## config.mk

```make
export PLATFORM = sky130hd
export DESIGN_NAME = bus_arbiter4
export DESIGN_NICKNAME = d
export VERILOG_FILES = /design/src/rtl/bus_arbiter4_pkg.sv /design/src/rtl/bus_arbiter4_mux.sv /design/src/rtl/bus_arbiter4.sv
export SDC_FILE = /design/constraint.sdc
export NUM_CORES = 1
export LEC_CHECK = 0
export CAP_MARGIN = 25
export CORE_MARGIN = 3
export CORE_UTILIZATION = 50
export CTS_BUF_LIST = sky130_fd_sc_hd__clkbuf_16
export CTS_CLUSTER_SIZE = 20
export DETAILED_ROUTE_END_ITERATION = 8
export DONT_BUFFER_PORTS = 1
export PLACE_DENSITY_LB_ADDON = 0.2
export SLEW_MARGIN = 20
export SYNTH_ARGS = -nofsm -noshare
export SYNTH_HDL_FRONTEND = slang
export SYNTH_HIERARCHICAL = 1
export SYNTH_SLANG_ARGS = --single-unit
```

## constraint.sdc

```tcl
create_clock -name clk -period 5.35 [get_ports clk]
set_input_delay 1.07 -clock clk [delete_from_list [all_inputs] [get_ports clk]]
set_output_delay 1.07 -clock clk [all_outputs]
set_load 0.02 [all_outputs]
```

## src/rtl/bus_arbiter4_pkg.sv

```systemverilog
`default_nettype none
// ============================================================================
// Module   : bus_arbiter4_pkg
// Purpose  : Shared bus-controller constants: arbiter state encoding, default
//            burst hold limit, pointer reset value and round-robin helpers.
// Revision : 1.0 - initial release
// ============================================================================
package bus_arbiter4_pkg;

  // Two-state arbiter: no owner, or exactly one owner.
  typedef enum logic [0:0] {
    ST_IDLE = 1'b0,
    ST_BUSY = 1'b1
  } arb_state_e;

  // Default number of transfers a locked owner may make per tenure.
  localparam int unsigned C_MAX_HOLD_DEFAULT = 4;

  // Pointer value after reset: requester 0 is scanned first.
  localparam logic [1:0] C_PTR_RESET = 2'd3;

  // First set request bit scanning ptr+1, ptr+2, ptr+3, ptr (mod 4).
  // Returns ptr when no bit is set; callers gate on |req.
  function automatic logic [1:0] rr_pick(input logic [3:0] req, input logic [1:0] ptr);
    logic [1:0] idx;
    rr_pick = ptr;
    // Walk from the lowest priority offset up so the nearest hit wins last.
    for (int k = 4; k >= 1; k--) begin
      idx = ptr + 2'(k);
      if (req[idx]) begin
        rr_pick = idx;
      end
    end
  endfunction

  // Binary requester index to one-hot grant vector.
  function automatic logic [3:0] to_onehot(input logic [1:0] idx);
    to_onehot = 4'b0001 << idx;
  endfunction

endpackage : bus_arbiter4_pkg
`default_nettype wire

```

## src/rtl/bus_arbiter4_mux.sv

```systemverilog
`default_nettype none
// ============================================================================
// Module   : Bit16_Mux4_1
// Purpose  : Four-to-one data multiplexer forming the arbiter datapath.
// Revision : 1.0 - initial release
// ============================================================================
module Bit16_Mux4_1 #(
  parameter int unsigned WIDTH = 16
) (
  input  logic [1:0]       sel,
  input  logic [WIDTH-1:0] in0,
  input  logic [WIDTH-1:0] in1,
  input  logic [WIDTH-1:0] in2,
  input  logic [WIDTH-1:0] in3,
  output logic [WIDTH-1:0] out
);

  // Pure selection; no storage in the datapath.
  always_comb begin
    out = in0;
    case (sel)
      2'd0:    out = in0;
      2'd1:    out = in1;
      2'd2:    out = in2;
      2'd3:    out = in3;
      default: out = in0;
    endcase
  end

endmodule : Bit16_Mux4_1
`default_nettype wire

```

## src/rtl/bus_arbiter4.sv

```systemverilog
`default_nettype none
// ============================================================================
// Module   : bus_arbiter4
// Purpose  : Four-requester round-robin bus arbiter with burst lock and a
//            per-tenure transfer limit. Control only; data goes through a
//            single 4:1 mux steered by the registered select.
// Revision : 1.0 - initial release
// ============================================================================
module bus_arbiter4
  import bus_arbiter4_pkg::*;
#(
  parameter int unsigned WIDTH    = 16,
  parameter int unsigned MAX_HOLD = C_MAX_HOLD_DEFAULT
) (
  input  logic             clk,
  input  logic             rst,
  input  logic [3:0]       req,
  input  logic [3:0]       lock,
  input  logic [WIDTH-1:0] in0,
  input  logic [WIDTH-1:0] in1,
  input  logic [WIDTH-1:0] in2,
  input  logic [WIDTH-1:0] in3,
  input  logic             ready,
  output logic [3:0]       gnt,
  output logic [1:0]       sel,
  output logic [WIDTH-1:0] out,
  output logic             out_valid
);

  arb_state_e  state_q, state_d;
  logic [3:0]  gnt_q,   gnt_d;
  logic [1:0]  sel_q,   sel_d;   // doubles as the owner index while busy
  logic [3:0]  hold_q,  hold_d;
  logic [1:0]  ptr_q,   ptr_d;

  logic        busy;
  logic        xfer;
  logic        last_xfer;
  logic        release_own;
  logic [3:0]  others;
  logic [3:0]  arb_req;
  logic [1:0]  arb_ptr;
  logic [1:0]  winner;

  assign busy      = (state_q == ST_BUSY);
  assign out_valid = busy & req[sel_q];
  assign xfer      = out_valid & ready;
  assign last_xfer = ((hold_q + 4'd1) == 4'(MAX_HOLD));

  // Release on a closing transfer, or immediately if the owner withdraws.
  assign release_own = (xfer & (~lock[sel_q] | last_xfer)) | (busy & ~req[sel_q]);

  // The departing owner is excluded; gnt_q is zero in IDLE so this is req there.
  assign others  = req & ~gnt_q;
  assign arb_req = busy ? others : req;
  assign arb_ptr = busy ? sel_q  : ptr_q;
  assign winner  = rr_pick(arb_req, arb_ptr);

  // Next-state: grant from IDLE, hand over or return to IDLE on release.
  always_comb begin
    state_d = state_q;
    gnt_d   = gnt_q;
    sel_d   = sel_q;
    hold_d  = hold_q;
    ptr_d   = ptr_q;
    case (state_q)
      ST_IDLE: begin
        if (|req) begin
          state_d = ST_BUSY;
          sel_d   = winner;
          gnt_d   = to_onehot(winner);
          hold_d  = 4'd0;
        end
      end
      ST_BUSY: begin
        if (release_own) begin
          ptr_d  = sel_q;
          hold_d = 4'd0;
          if (|others) begin
            sel_d = winner;
            gnt_d = to_onehot(winner);
          end else begin
            state_d = ST_IDLE;
            sel_d   = 2'd0;
            gnt_d   = 4'd0;
          end
        end else if (xfer) begin
          hold_d = hold_q + 4'd1;
        end
      end
      default: begin
        state_d = ST_IDLE;
        gnt_d   = 4'd0;
        sel_d   = 2'd0;
        hold_d  = 4'd0;
        ptr_d   = C_PTR_RESET;
      end
    endcase
  end

  // Control registers with synchronous active-low reset.
  always_ff @(posedge clk) begin
    if (!rst) begin
      state_q <= ST_IDLE;
      gnt_q   <= 4'd0;
      sel_q   <= 2'd0;
      hold_q  <= 4'd0;
      ptr_q   <= C_PTR_RESET;
    end else begin
      state_q <= state_d;
      gnt_q   <= gnt_d;
      sel_q   <= sel_d;
      hold_q  <= hold_d;
      ptr_q   <= ptr_d;
    end
  end

  assign gnt = gnt_q;
  assign sel = sel_q;

  Bit16_Mux4_1 #(
    .WIDTH (WIDTH)
  ) u_mux (
    .sel (sel_q),
    .in0 (in0),
    .in1 (in1),
    .in2 (in2),
    .in3 (in3),
    .out (out)
  );

endmodule : bus_arbiter4
`default_nettype wire

```

Yosys cells after proc, flatten, opt, wreduce, memory -nomap -nowiden
Index checks and enable logic that the tools add are counted.

$add $sub $neg: 4. Magnitude comparators: 4. Equal/unequal tests: 7. Shift operators: 1. Mux-type cells: 32. Bitwise gates (word level): 11. Reductions and logical operators: 6.

Operators by type and width (count): $pmux 16 s4 (1); $mux 4 (7); $pmux 4 s2 (2); $mux 2 (7); $lt 2x3->1 const B (4); $bmux 1 s2 (5); $mux 1 (8); $reduce_or 4->1 (2); $reduce_and 2->1 (3); $add 2x2->2 const B (2); $add 4x1->4 const B (1); $and 1x1->1 (4); $and 4x4->4 (1); $eq 2x2->1 const B (2); $eq 4x3->1 const B (1); $not 4->4 (1); $pmux 2 s2 (1); $shl 1x2->4 const A (1); $ne 3x1->1 const B (1); $not 1->1 (3); $add 2x1->2 const B (1); $eq 2x1->1 const B (1); $logic_not 2->1 (1); $ne 2x1->1 const B (1); other kinds (3) (4).

Bits in registers: 13. Input port bits: 75. Output and inout port bits: 23. Word-level logic and storage cells: 70.

Longest topological paths before layout
Depth in word-level cells: 12. Mapped depth: 7. Gate-level depth less buffers: 7.

Modules after synthesis
Netlist, hierarchy kept.

Modules (own cells, without submodules): bus_arbiter4 (times used 1, cells an instance 99, area each 872.1 um2, sequential area each 260.2 um2); Bit16_Mux4_1 (times used 1, cells an instance 20, area each 424.2 um2, sequential area each 0.0 um2).

Worst setup path after synthesis
OpenSTA, ideal clock, no wires.

Path kind: in2out. From: input port req[3]. To: output port out_valid. Arrival: 1798 ps. Data required time: 4280 ps. Path slack: 2482 ps. Stages on the path: 3. Buffers on the path: 0. Cells stage by stage: mux4_2 > nand2_1 > inv_1.

Longest elaborated chain between the ends: 3.

Ends and longest elaborated chain: from (decl) (line bus_arbiter4.sv:17) `input logic [3:0] req,`; $bmux 1 s2 (line bus_arbiter4.sv:46) `assign out_valid = busy & req[sel_q];`; $mux 1 (implied by the code) (line bus_arbiter4.sv:46); $and 1x1->1 (line bus_arbiter4.sv:46); to (decl) (line bus_arbiter4.sv:27) `output logic out_valid`.

Every way passes these cells. The select of a mux whose other input is x is not followed.

Worst setup path after layout
From: register sel_q[0], in the netlist sel[0]. To: output port out[14].

Longest elaborated chain between the ends: 2. Elaborated cells between the ends (all ways): 5. Classes of those cells: 3 x eq/ne; 1 x mux; 1 x reduce/logical.

Ends and longest elaborated chain: from (decl) (line bus_arbiter4.sv:32) `logic [1:0] sel_q, sel_d;`; from (signal assigned) (line bus_arbiter4.sv:112) `sel_q <= sel_d;`; $eq 2x2->1, or another cell as far along (line bus_arbiter4_mux.sv:21) `case (sel)`; $pmux 16 s4 * (line bus_arbiter4_mux.sv:21); to (decl) (line bus_arbiter4.sv:26) `output logic [WIDTH-1:0] out,`.

Every way passes the cells marked *; elsewhere a longest branch is shown, timed or not.

==> flow_summary.yaml <==
die:
  rows: 17
  dieArea_um2: 3240
  pin_count: 98
  initial_core_util_pct: 55.4
  die_x_um: 56.9
  fp.dieH_um: 56.9
  core-area_um2: 2340
timing:
  hold_violations: 0
  relSlewSlack_pct: 66.4
  period_share_pct: 54.6
  rsz0062_at_grt: "false"
  post-route-min-period_ns: 2.92
  max_freq_mhz: 342
  timing.hold.ws_ns: 0.498
  report.final.slew_viol_count: 0
  worst_slew_pin_slew_ns: 0.489
  setup_violations: 0
  tns_ns: 0
  fin_skew_ns: 0.00241
global_routing:
  grt-ovfl-total: 0
  antenna_found_initial: 0
  grt_start_max_net_pins: 23
  grt_use_total_pct: 18.7
  grt_pass1_wl_mm: 4.77
  grt_pass1_vias: 945
layout:
  drive_above_1_share_pct: 19.3
  antenna_cells: 0
  nets: 197
  areaGrowthSynthToFinish_pct: 5.79
  final_core_util_pct: 58.6
drt:
  drc: 0
  routed_wl_mm: 3.20
  drt_pass1_iterations: 4
  antenna_left: 0
  vias: 1006
  vias_per_cell: 6.84
  drtIter0Drc: 28
  wl_per_cell_um: 21.8
placement:
  place_congestion: 0.729
  hpwl_mm: 2.69
  portBuffers: 0
yosys:
  async_flop_share_pct: 0
  synth_edf_count: 0
  synth_warnings: 6
  yosys.cell_count.top_type: "nand2_1"
  yosys.area.top_type: "mux4_2"
  synth-seq-area-share_pct: 20.1
  synth.avg_cell_area_um2: 10.9
  synth_top_cell_area_share_pct: 20.8
  synth-main-ff-cell: "dfxtp_1"
  syn_inst: 119
  ys_ff_latch: 13
  synth_nets: 196
  syn_area_um2: 1300
  yosys.cell_types.count: 37
  synth_area_leaders: "mux4_2 (21%), dfxtp_1 (20%), mux4_1 (12%)"
  synthTopCellsByCount: "nand2_1 (15), dfxtp_1 (13), mux4_2 (12)"
power_and_ir_drop:
  powerDensity_nw_per_um2: 366
  total_power_uw: 501
  ir_drop_v: 0.000420
  p_leak_nw: 0.492
clocking:
  cts.path.max_buffers: 2
  cts_inserted_buffers: 3
  insertion_delay_ns: 0.24
  cts_sinks: 13
  cts_resized: 0
  cts_root_buf: "clkbuf_16"
  path_clk_slew_ns: 0.05
  htreeDepth: 1
  cts-hold-fix-buffers: 0
  cts_setup_buffers: 0
  cts_tree: "yes"
critical_path:
  critPathKind: "reg -> out"
  cp-end-kind: "output pin"
  crit_required_ns: 4.28
  crit_fanout: 20
  cp.arrival_ns: 1.85
  start_kind: "flip-flop"
flow_run:
  maxCapViolCount: 0
status:
  outcome: "completed"
hold_path:
  holdCritPathClass: "reg -> reg"
-- placed cells by master (no fill, tap or decap), types with 2 or more instances in the layout --
cell	n
a21boi_0	5
a21oi_1	4
a32o_1	2
and2b_1	2
clkbuf_16	3
dfxtp_1	13
ha_1	2
inv_1	6
mux2i_1	4
mux4_1	6
mux4_2	12
nand2_1	15
nand3_1	5
nor2_1	4
nor2b_1	5
nor3_1	3
o211ai_1	2
o21ai_0	6
o32ai_1	2
-- flip-flops by register name, indices dropped and copies added, names as in the netlist --
signal  cells
sel         2
gnt         4
ptr_q       2
hold_q      4
busy        1
-- worst paths after layout --
check	from	end	slack (ns)	depth (start not counted)
min	hold_q[2]	hold_q[2]	0.50	2
min reg2reg	hold_q[2]	hold_q[2]	0.50	2
max reg2reg	sel[0]	gnt[2]	2.90	6
max	sel[0]	out[14]	2.43	2
-- kinds of logic after synthesis --
family	count (synthesis)	share of synthesized area, %
AND/OR/NAND/NOR	41	16.6
AO/OA/AOI/OAI	29	18.7
multiplexers	22	36.1
flip-flops	13	20.1
buffers and inverters	12	6.56
adder cells (fa/ha/maj)	2	1.93
-- power breakdown --
| group | leakage (nW) | switching (mW) | internal (mW) |
|---|---|---|---|
| Sequential | 0.107 | 0.0265 | 0.110 |
| Combinational | 0.345 | 0.130 | 0.0957 |
| Clock | 0.0409 | 0.0402 | 0.0993 |
| Total | 0.492 | 0.196 | 0.305 |
-- critical path, cell delays in order, from the launching register on --
cell	delay, ns
dfxtp_1	0.49
buf_4	0.38
mux4_1	0.74
-- stage by stage --
stage / cell area [µm²] / setup WS, ns / instances
floorplan: 1300 / 2.48 / 119
CTS: 1360 / 2.11 / 146
finish: 1370 / 2.43 / 147
global route: 1370 / 2.34 / 147
detailed placement: 1280 / 2.37 / 142
global placement: 1280 / 2.40 / 142
-- per-layer routing --
layer  part of all wire, %  vias to the layer above  track usage (%)
met5                     0                        -                0
met4                     0                        0             2.32
met3                    10                        0             6.67
met2                    52                       51             32.1
met1                    38                      479             23.0
li1                      -                      476                -
-- layout make-up --
type                       count  area, µm²
fill                         198        968
multi-input combinational     94        951
sequential                    13        260
clock buffer                   3       75.1
tap                           28       35.0
timing repair buffer           2       22.5
inverter                       6       22.5
clock inverter                 1       5.00
Power figures use the tool's default switching activity.
